**src/rtl/calltrace_pkg.sv**
```systemverilog
// Shared definitions for the calltrace dump block.
// Holds the calltrace control-word bit positions, the status-word field
// positions, the dump FSM state type and the trap IR encodings that the
// calltrace block also decodes.
// Optional feature macro: CALLTRACE_DUMP_BLOCK_EN adds the BLOCK/UNBLK states.
package calltrace_pkg;

  // calltrace control-word bits (written to calltrace addr 1)
  localparam int CT_CLEAR    = 1;
  localparam int CT_FREEZE   = 2;
  localparam int CT_UNFREEZE = 3;
  localparam int CT_BLOCK    = 4;
  localparam int CT_UNBLOCK  = 5;

  // calltrace status-word fields (read from calltrace addr 1)
  localparam int ST_CNT_LSB = 8;
  localparam int ST_CNT_MSB = 15;
  localparam int ST_OVFL    = 2;
  localparam int ST_PID_LSB = 24;
  localparam int ST_PID_MSB = 28;

  // trap IR encodings shared with calltrace (opcode / funct12)
  localparam logic [6:0]  IR_OPC_TRAP = 7'b1110011;
  localparam logic [11:0] IR_F12_TRAP = 12'h000;
  localparam logic [11:0] IR_F12_TRET = 12'h302;

  typedef enum logic [2:0] {
    S_IDLE   = 3'd0,
    S_FREEZE = 3'd1,
    S_STAT   = 3'd2,
    S_READ   = 3'd3,
    S_UNFRZ  = 3'd4,
    S_DONE   = 3'd5
`ifdef CALLTRACE_DUMP_BLOCK_EN
    , S_BLOCK = 3'd6
    , S_UNBLK = 3'd7
`endif
  } dump_state_e;

  // one-hot control word for a single calltrace control bit
  function automatic logic [23:0] ctl_word(input int b);
    return 24'(1) << b;
  endfunction

endpackage

```
**src/rtl/calltrace_dump_if.sv**
```systemverilog
// Bus bundle of the calltrace dump block.
// Carries both the CPU-side slave port (stb/we/addr/data_in/data_out/ack)
// and the initiator port toward calltrace (ct_*).
// Modports: master = the dump block's view (drives ct_* requests and the
// slave responses); slave = the environment's view (CPU decoder + calltrace).
interface calltrace_dump_if;
  logic        stb;
  logic        we;
  logic        addr;
  logic [31:0] data_in;
  logic [31:0] data_out;
  logic        ack;
  logic        ct_stb;
  logic        ct_we;
  logic        ct_addr;
  logic [23:0] ct_dout;
  logic [31:0] ct_din;
  logic        ct_ack;

  modport master (
    input  stb, we, addr, data_in, ct_din, ct_ack,
    output data_out, ack, ct_stb, ct_we, ct_addr, ct_dout
  );
  modport slave (
    output stb, we, addr, data_in, ct_din, ct_ack,
    input  data_out, ack, ct_stb, ct_we, ct_addr, ct_dout
  );
endinterface

```
**src/rtl/calltrace_dump_buf.sv**
```systemverilog
// Capture buffer for one calltrace snapshot.
// Ports: i_clr empties the buffer; i_wr/i_wdata append one entry (dropped
// when full); i_rd advances the read index while it points at a captured
// entry; o_rdata = {valid, 7'b0, entry}, all zero past the last entry;
// o_wr_idx = entries captured, o_rd_idx = current read index.
module calltrace_dump_buf #(
  parameter int NUM_SLOTS = 32
) (
  input  logic        clk,
  input  logic        rst_n,
  input  logic        i_clr,
  input  logic        i_wr,
  input  logic [23:0] i_wdata,
  input  logic        i_rd,
  output logic [31:0] o_rdata,
  output logic [7:0]  o_wr_idx,
  output logic [7:0]  o_rd_idx
);
  localparam int AW = $clog2(NUM_SLOTS);

  logic [23:0] r_mem [NUM_SLOTS];
  logic [7:0]  r_wr_idx, r_rd_idx;
  logic        w_valid, w_full;

  assign w_valid = (r_rd_idx < r_wr_idx);
  assign w_full  = (r_wr_idx == 8'(NUM_SLOTS));

  always_ff @(posedge clk or negedge rst_n) begin
    if (!rst_n) begin
      r_wr_idx <= '0;
      r_rd_idx <= '0;
    end else if (i_clr) begin
      r_wr_idx <= '0;
      r_rd_idx <= '0;
    end else begin
      if (i_wr && !w_full) r_wr_idx <= r_wr_idx + 8'd1;
      // no wrap: the index parks on the first empty slot
      if (i_rd && w_valid) r_rd_idx <= r_rd_idx + 8'd1;
    end
  end

  // contents need no reset: reads are gated by the indices
  always_ff @(posedge clk) begin
    if (i_wr && !w_full) r_mem[r_wr_idx[AW-1:0]] <= i_wdata;
  end

  assign o_rdata  = w_valid ? {1'b1, 7'b0, r_mem[r_rd_idx[AW-1:0]]} : 32'b0;
  assign o_wr_idx = r_wr_idx;
  assign o_rd_idx = r_rd_idx;
endmodule

```
**src/rtl/calltrace_dump.sv**
```systemverilog
// Hardware calltrace dumper.
// On an armed trig edge or a software start it freezes the calltrace stack,
// reads its status and all entries into a local buffer, then unfreezes.
// Software reads the snapshot later through the two-register slave port.
// Ports: clk, rst_n (async, active low), trig (level, edge-detected),
// busy (dump in progress), bus (calltrace_dump_if.master: slave port
// stb/we/addr/data_in/data_out/ack, initiator port ct_*).
// Optional feature macro: CALLTRACE_DUMP_BLOCK_EN brackets the dump with
// calltrace BLOCK/UNBLOCK writes so the trap handler cannot disturb the trace.
module calltrace_dump
  import calltrace_pkg::*;
#(
  parameter int NUM_SLOTS = 32
) (
  input  logic              clk,
  input  logic              rst_n,
  input  logic              trig,
  output logic              busy,
  calltrace_dump_if.master  bus
);
  dump_state_e r_state, w_nxt;
  logic        r_trig_q, r_armed, r_done, r_trunc, r_ovfl;
  logic [4:0]  r_pid;
  logic [7:0]  r_cnt;

  logic        w_ctl_wr, w_clr, w_trig_p, w_start, w_acc, w_dat_rd, w_buf_wr, w_last;
  logic [7:0]  w_wr_idx, w_rd_idx, w_nidx, w_din_cnt;
  logic [31:0] w_rdata, w_status;
  logic        w_unused;

  assign w_ctl_wr  = bus.stb & bus.we & bus.addr;
  assign w_clr     = w_ctl_wr & bus.data_in[1] & (r_state == S_IDLE);
  assign w_trig_p  = trig & ~r_trig_q;
  // a clear in the same write as start frees the done lock first
  assign w_start   = (r_state == S_IDLE) & ~(r_done & ~w_clr) &
                     ((r_armed & w_trig_p) | (w_ctl_wr & bus.data_in[0]));
  assign w_acc     = bus.ct_stb & bus.ct_ack;
  assign w_dat_rd  = bus.stb & ~bus.we & ~bus.addr;
  assign w_buf_wr  = (r_state == S_READ) & w_acc;
  assign w_din_cnt = bus.ct_din[ST_CNT_MSB:ST_CNT_LSB];
  assign w_nidx    = w_wr_idx + 8'd1;
  assign w_last    = (w_nidx == r_cnt) | (w_nidx == 8'(NUM_SLOTS));
  assign w_unused  = ^{bus.data_in[31:4], bus.ct_din[31:29]};

  calltrace_dump_buf #(.NUM_SLOTS(NUM_SLOTS)) u_buf (
    .clk(clk), .rst_n(rst_n), .i_clr(w_clr), .i_wr(w_buf_wr),
    .i_wdata(bus.ct_din[23:0]), .i_rd(w_dat_rd),
    .o_rdata(w_rdata), .o_wr_idx(w_wr_idx), .o_rd_idx(w_rd_idx)
  );

  always_ff @(posedge clk or negedge rst_n) begin
    if (!rst_n) r_state <= S_IDLE;
    else        r_state <= w_nxt;
  end

  always_comb begin
    w_nxt = r_state;
    case (r_state)
`ifdef CALLTRACE_DUMP_BLOCK_EN
      S_IDLE:   if (w_start) w_nxt = S_BLOCK;
      S_BLOCK:  if (w_acc)   w_nxt = S_FREEZE;
      S_UNFRZ:  if (w_acc)   w_nxt = S_UNBLK;
      S_UNBLK:  if (w_acc)   w_nxt = S_DONE;
`else
      S_IDLE:   if (w_start) w_nxt = S_FREEZE;
      S_UNFRZ:  if (w_acc)   w_nxt = S_DONE;
`endif
      S_FREEZE: if (w_acc)   w_nxt = S_STAT;
      S_STAT:   if (w_acc)   w_nxt = (w_din_cnt == 8'd0) ? S_UNFRZ : S_READ;
      S_READ:   if (w_acc && w_last) w_nxt = S_UNFRZ;
      S_DONE:   w_nxt = S_IDLE;
      default:  w_nxt = S_IDLE;
    endcase
  end

  always_comb begin
    bus.ct_stb  = 1'b0;
    bus.ct_we   = 1'b0;
    bus.ct_addr = 1'b0;
    bus.ct_dout = '0;
    busy        = (r_state != S_IDLE);
    case (r_state)
`ifdef CALLTRACE_DUMP_BLOCK_EN
      S_BLOCK:  begin bus.ct_stb = 1'b1; bus.ct_we = 1'b1; bus.ct_addr = 1'b1; bus.ct_dout = ctl_word(CT_BLOCK);   end
      S_UNBLK:  begin bus.ct_stb = 1'b1; bus.ct_we = 1'b1; bus.ct_addr = 1'b1; bus.ct_dout = ctl_word(CT_UNBLOCK); end
`endif
      S_FREEZE: begin bus.ct_stb = 1'b1; bus.ct_we = 1'b1; bus.ct_addr = 1'b1; bus.ct_dout = ctl_word(CT_FREEZE);   end
      S_STAT:   begin bus.ct_stb = 1'b1; bus.ct_addr = 1'b1; end
      S_READ:   begin bus.ct_stb = 1'b1; end
      S_UNFRZ:  begin bus.ct_stb = 1'b1; bus.ct_we = 1'b1; bus.ct_addr = 1'b1; bus.ct_dout = ctl_word(CT_UNFREEZE); end
      default:  ;
    endcase
  end

  always_ff @(posedge clk or negedge rst_n) begin
    if (!rst_n) begin
      r_trig_q <= 1'b0;
      r_armed  <= 1'b0;
      r_done   <= 1'b0;
      r_trunc  <= 1'b0;
      r_ovfl   <= 1'b0;
      r_pid    <= '0;
      r_cnt    <= '0;
    end else begin
      r_trig_q <= trig;
      // disarm wins over arm in the same write
      if (w_ctl_wr && bus.data_in[3])      r_armed <= 1'b0;
      else if (w_ctl_wr && bus.data_in[2]) r_armed <= 1'b1;
      if (w_clr) begin
        r_done  <= 1'b0;
        r_trunc <= 1'b0;
        r_ovfl  <= 1'b0;
        r_pid   <= '0;
        r_cnt   <= '0;
      end
      if (r_state == S_STAT && w_acc) begin
        r_pid   <= bus.ct_din[ST_PID_MSB:ST_PID_LSB];
        r_cnt   <= w_din_cnt;
        r_ovfl  <= bus.ct_din[ST_OVFL];
        r_trunc <= (32'(w_din_cnt) > NUM_SLOTS);
      end
      if (r_state == S_DONE) r_done <= 1'b1;
    end
  end

  assign w_status = {busy, r_done, r_trunc, r_ovfl, r_armed, 6'b0, r_pid, w_wr_idx, w_rd_idx};

  assign bus.ack      = bus.stb;
  assign bus.data_out = bus.stb ? (bus.addr ? w_status : w_rdata) : 32'b0;
endmodule

```
**src/flat_wrapper.sv**
```systemverilog
// flat-port wrapper written by rule: the top's interface ports become plain ports
module calltrace_dump_flat import calltrace_pkg::*;
#(
  parameter int NUM_SLOTS = 32
)
  (clk, rst_n, trig, busy, bus_stb, bus_we, bus_addr, bus_data_in, bus_ct_din, bus_ct_ack, bus_data_out, bus_ack, bus_ct_stb, bus_ct_we, bus_ct_addr, bus_ct_dout);
  calltrace_dump_if bus_i ();
  input  logic clk;
  input  logic rst_n;
  input  logic trig;
  output logic busy;
  input wire logic [$bits(bus_i.stb)-1:0] bus_stb;
  input wire logic [$bits(bus_i.we)-1:0] bus_we;
  input wire logic [$bits(bus_i.addr)-1:0] bus_addr;
  input wire logic [$bits(bus_i.data_in)-1:0] bus_data_in;
  input wire logic [$bits(bus_i.ct_din)-1:0] bus_ct_din;
  input wire logic [$bits(bus_i.ct_ack)-1:0] bus_ct_ack;
  output wire logic [$bits(bus_i.data_out)-1:0] bus_data_out;
  output wire logic [$bits(bus_i.ack)-1:0] bus_ack;
  output wire logic [$bits(bus_i.ct_stb)-1:0] bus_ct_stb;
  output wire logic [$bits(bus_i.ct_we)-1:0] bus_ct_we;
  output wire logic [$bits(bus_i.ct_addr)-1:0] bus_ct_addr;
  output wire logic [$bits(bus_i.ct_dout)-1:0] bus_ct_dout;
  assign bus_i.stb = bus_stb;
  assign bus_i.we = bus_we;
  assign bus_i.addr = bus_addr;
  assign bus_i.data_in = bus_data_in;
  assign bus_i.ct_din = bus_ct_din;
  assign bus_i.ct_ack = bus_ct_ack;
  assign bus_data_out = bus_i.data_out;
  assign bus_ack = bus_i.ack;
  assign bus_ct_stb = bus_i.ct_stb;
  assign bus_ct_we = bus_i.ct_we;
  assign bus_ct_addr = bus_i.ct_addr;
  assign bus_ct_dout = bus_i.ct_dout;
  calltrace_dump #(.NUM_SLOTS(NUM_SLOTS)) u_core (.clk(clk), .rst_n(rst_n), .trig(trig), .busy(busy), .bus(bus_i));
endmodule
```
**config.mk**
```make
export PLATFORM = sky130hd
export DESIGN_NAME = calltrace_dump_flat
export DESIGN_NICKNAME = d
export VERILOG_FILES = /design/src/rtl/calltrace_pkg.sv /design/src/rtl/calltrace_dump_if.sv /design/src/rtl/calltrace_dump_buf.sv /design/src/rtl/calltrace_dump.sv /design/src/flat_wrapper.sv
export SDC_FILE = /design/constraint.sdc
export NUM_CORES = 1
export LEC_CHECK = 0
export CORE_MARGIN = 5
export CORE_UTILIZATION = 40
export DETAILED_ROUTE_END_ITERATION = 10
export GPL_ROUTABILITY_DRIVEN = 0
export HOLD_SLACK_MARGIN = 0.12
export PLACE_DENSITY = 0.53
export SLEW_MARGIN = 20
export SYNTH_ARGS = -nofsm -noshare
export SYNTH_HDL_FRONTEND = slang
export SYNTH_SLANG_ARGS = --single-unit
export TNS_END_PERCENT = 50
```
**constraint.sdc**
```tcl
create_clock -name clk -period 5.58 [get_ports clk]
set_input_delay 1.116 -clock clk [delete_from_list [all_inputs] [get_ports clk]]
set_output_delay 1.116 -clock clk [all_outputs]
set_load 0.02 [all_outputs]
```
==> summary.md <==
The simple-gate share of the synthesized area was 0.04309; the total number of vias was 16510. Share of the cycle needed by the critical path after routing: 0.9685. The number of placed instances, taps included, is 2765. The total detailed-routing wirelength was 83.76 mm. The tightest hold path in the finished design has a slack of 0.5057 ns. The run gives 67 as the pin count of the biggest net entering global routing.

After the last flow step, the layout net total stands at 1887. Derived from the worst setup path, the maximum achievable clock frequency is 185.0 MHz. By startpoint and endpoint, the worst setup path is classified as flip-flop to output pin. The worst path required time is 4.46 ns. In the final layout, flip-flops and latches occupy 0.02400 mm2. The y dimension of the die is 293.1 um, and the cell depth of the worst hold path is 2.

Yosys mapped a number of flops with a built-in enable equal to 768. Summed over all failing endpoints, the final setup total negative slack is 0 ns. The floorplan step set the die width to 293.1 um.

At the pin with the least slew margin, the transition time is 1.106 ns. The count of standard-cell rows was 103. The number of vias per cell after detailed routing works out to 5.645. The number of gates resized after CTS is 0. During I/O placement, the number of pins put on the boundary was 132. In this run, distinct cell masters in the synthesized netlist total 61. Yosys printed 0 warnings. The clock reaches the later pin of the worst-skew pair after 0.63 ns. VDD sags by at most 282.7 uV. The floorplan step defined a core boundary enclosing 0.07926 mm2. Setup repair after global routing left no endpoint under its margin.

The logs give 11.83 nW for the static leakage and 0 for the setup fix buffers added after clock tree synthesis. The async set-or-reset flop fraction in the synthesized netlist is 0.04596, and the shortest period the worst path allows is 5.404 ns. After clock tree synthesis, the clock-pin slew on the worst setup and hold paths is 0.06 ns.

The sequential area share after synthesis came out at 0.7483. The global-route wire length before repair was 120.6 mm. The global-route usage over all layers came out at 0.1934. The run gives 16930 as the number of global-route vias before repair. The number of fill cells in the layout was 6700; the growth of design area from synthesis to finish was 15.85%. The share of the synthesized area in compound gates (AO/OA/AOI/OAI) is 0.03661, and the clock sink total is 805. Hold repair after CTS inserted 0 buffers. The HPWL after detailed placement is 49.55 mm. The total overflow reported by the global router is 0, and the areal power density over the cells is 464.1 mW/mm2.

Clock tree synthesis selected as its root buffer the cell sky130_fd_sc_hd__clkbuf_16. Starting density of the core: 0.4045. The most common library cell in the layout ignoring fill and taps was sky130_fd_sc_hd__edfxtp_1. Most frequently used flop master after synthesis: sky130_fd_sc_hd__edfxtp_1. The cell count of the worst reg-to-reg path came out at 7. The tools report the worst slew slack as a fraction of its limit as 0.2609. The mean instance size in the synthesized netlist works out to 19.32 um2.

The mapped netlist covers 0.03206 mm2. After detailed routing, the average wire length per cell comes to 28.65 um. The clock tree synthesis step divided the H-tree into 3 levels. Clock skew on the completed layout was measured at 0.02954 ns.

The adder-cell share of the synthesized area works out to 0.005386. In this run the worst path has a maximum fanout of 8. Data arrives at the worst endpoint at 4.29 ns. The xor and xnor area share after synthesis is 0.004372. The flow ran to the end, and the final reports show no timing, DRC or antenna violations. The number of antenna violations at the first check in global routing was 3; the max-slew violation count was 0.

After the first detailed-routing iteration, the DRC count stood at 1380. The count of buffers added on input and output ports is 75. Summing all multi-input logic gate instances after layout gives 0.007694 mm2.

The run gives 1659 as the synthesized instance count. The number of clock buffers added by TritonCTS is 85. Leaving out fill and tap cells, the most frequent cells in the layout are sky130_fd_sc_hd__edfxtp_1 (768), sky130_fd_sc_hd__mux4_2 (191), sky130_fd_sc_hd__nor2_1 (104), sky130_fd_sc_hd__clkbuf_16 (88), sky130_fd_sc_hd__nand2_1 (87).

Buffer levels on the longest clock path: 3. Synthesis inferred 805 register bits. The first detailed-routing pass took 5 iterations. The worst setup path is captured at an output pin.

The number of endpoints with negative hold slack in the final report was 0. For the number of standard cells in the layout, taps in and fillers out, the log shows 2924. The main combinational cell family by area after synthesis is multiplexers. Number of violations of the max-capacitance limit: 0. The proportion of synthesized area in mux cells was 0.1401. Category of the worst setup path launch point: a flip-flop. The number of setup violations in the final report is 0, and the DRC violations left is 0. The worst hold path class is flip-flop to flip-flop. TritonCTS built the clock tree.

The floorplan step defined a die boundary enclosing 0.08590 mm2. The share of layout cells above drive strength 1 was 0.2451. For the number of nets still failing antenna checks after routing, the log shows 0.
## synth_stat cells (2+ instances only)
library cell / number / area (um2)
sky130_fd_sc_hd__nor3_1: 10 / 50.05
sky130_fd_sc_hd__or2_2: 2 / 12.51
sky130_fd_sc_hd__buf_2: 20 / 100.1
sky130_fd_sc_hd__nand2_1: 87 / 326.6
sky130_fd_sc_hd__o2111ai_1: 2 / 17.52
sky130_fd_sc_hd__xor2_1: 2 / 17.52
sky130_fd_sc_hd__nand3_1: 29 / 145.1
sky130_fd_sc_hd__a22o_1: 17 / 148.9
sky130_fd_sc_hd__nand4_1: 9 / 56.30
sky130_fd_sc_hd__a31oi_1: 14 / 87.58
sky130_fd_sc_hd__mux4_2: 191 / 4302
sky130_fd_sc_hd__a21oi_1: 10 / 50.05
sky130_fd_sc_hd__o211ai_1: 2 / 15.01
sky130_fd_sc_hd__clkbuf_1: 42 / 157.7
sky130_fd_sc_hd__and2_1: 7 / 43.79
sky130_fd_sc_hd__buf_1: 6 / 22.52
sky130_fd_sc_hd__a22oi_1: 3 / 22.52
sky130_fd_sc_hd__o21ai_0: 43 / 215.2
sky130_fd_sc_hd__xnor2_1: 14 / 122.6
sky130_fd_sc_hd__o21a_1: 2 / 15.01
sky130_fd_sc_hd__dfrtp_1: 37 / 925.9
sky130_fd_sc_hd__nand2b_1: 8 / 50.05
sky130_fd_sc_hd__nor2b_1: 14 / 87.58
sky130_fd_sc_hd__a221oi_1: 16 / 140.1
sky130_fd_sc_hd__inv_1: 14 / 52.55
sky130_fd_sc_hd__nor2_1: 132 / 495.5
sky130_fd_sc_hd__buf_6: 6 / 67.56
sky130_fd_sc_hd__buf_4: 40 / 300.3
sky130_fd_sc_hd__and3_1: 5 / 31.28
sky130_fd_sc_hd__o31ai_1: 4 / 30.03
sky130_fd_sc_hd__mux2i_1: 19 / 190.2
sky130_fd_sc_hd__o311ai_0: 2 / 17.52
sky130_fd_sc_hd__or3_1: 3 / 18.77
sky130_fd_sc_hd__a211oi_1: 9 / 67.56
sky130_fd_sc_hd__o22ai_1: 33 / 206.5
sky130_fd_sc_hd__edfxtp_1: 768 / 23060
sky130_fd_sc_hd__ha_1: 13 / 162.7
## power breakdown
group / total, mW / internal (mW) / switching, mW
registers: 7.06 / 6.83 / 0.225
clock network: 5.65 / 3.35 / 2.30
logic: 4.53 / 2.01 / 2.51
total: 17.2 / 12.2 / 5.04
## path summary, 6_finish.rpt
kind                       slack, ns                   endpoint                      from
hold / removal                  0.51              u_core.r_ovfl             u_core.r_ovfl
max in group asynchronous       4.27   u_core.u_buf.o_rd_idx[1]                     rst_n
setup / recovery                0.18            bus_data_out[4]  u_core.u_buf.o_wr_idx[1]
min in group asynchronous       0.63            u_core.r_cnt[0]                     rst_n
hold reg to reg                 0.51              u_core.r_ovfl             u_core.r_ovfl
setup reg to reg                1.86  u_core.u_buf.r_mem[11][2]  u_core.u_buf.o_wr_idx[0]
## worst max-delay path: stages, from the launching register on
cell and delay (ns):
sky130_fd_sc_hd__dfrtp_1 0.63, sky130_fd_sc_hd__inv_1 0.22, sky130_fd_sc_hd__ha_1 0.34, sky130_fd_sc_hd__a211oi_1 0.25, sky130_fd_sc_hd__o221ai_2 0.22, sky130_fd_sc_hd__nand2_1 0.20, sky130_fd_sc_hd__nand2_1 0.21, sky130_fd_sc_hd__o311ai_0 0.82
sky130_fd_sc_hd__clkdlybuf4s50_1 0.77
## flip-flops by register name, summed over array words and instances, names as in the netlist
register               cells
u_core.r_ovfl              1
u_core.r_done              1
u_core.r_state             3
u_core.r_trunc             1
u_core.u_buf.o_rd_idx      8
u_core.u_buf.o_wr_idx      8
u_core.u_buf.r_mem       768
u_core.r_armed             1
u_core.r_cnt               8
u_core.r_trig_q            1
u_core.r_pid               5
## kinds of logic after synthesis
kind of cell	count (synthesis)
DFF	805
and+or+nand+nor	313
muxes	210
AOI/OAI and AO/OA	171
buffers and inverters	129
xor gates and xnor gates	16
adders and majority gates	14
other	1
## final cells by class
cell class | instances | share of cell area
inverters | 15 | 0.001516
repair buffers | 147 | 0.03389
clock buffers | 110 | 0.06341
clock inverters | 47 | 0.01243
multi-input cells | 749 | 0.2072
well taps | 1050 | 0.03537
diodes | 1 | 0.00006738
flip-flops and latches | 805 | 0.6462
## routing by layer
metal | vias to the layer above | wire, um | global-route usage
met5 | - | 13 | 0
met4 | 2 | 1849 | 0.04987
met3 | 114 | 5259 | 0.03477
met2 | 529 | 41380 | 0.3219
met1 | 8856 | 35250 | 0.2672
li1 | 7004 | - | -
## through the flow
step / instance area, um2 / util / worst slack [ns] / power, mW
6_report: 37140 / 0.4686 / 0.1757 / 17.24
5_1_grt: 37140 / 0.4685 / 0.08632 / 18.00
4_1_cts: 37150 / 0.4688 / 0.2785 / 17.44
3_5_place_dp: 34340 / 0.4332 / 0.5198 / 11.78
3_3_place_gp: 34340 / 0.4332 / 0.5202 / 11.76
2_1_floorplan: 32150 / - / 1.716 / 10.30
Note: power is estimated with default switching activity, not from simulation.
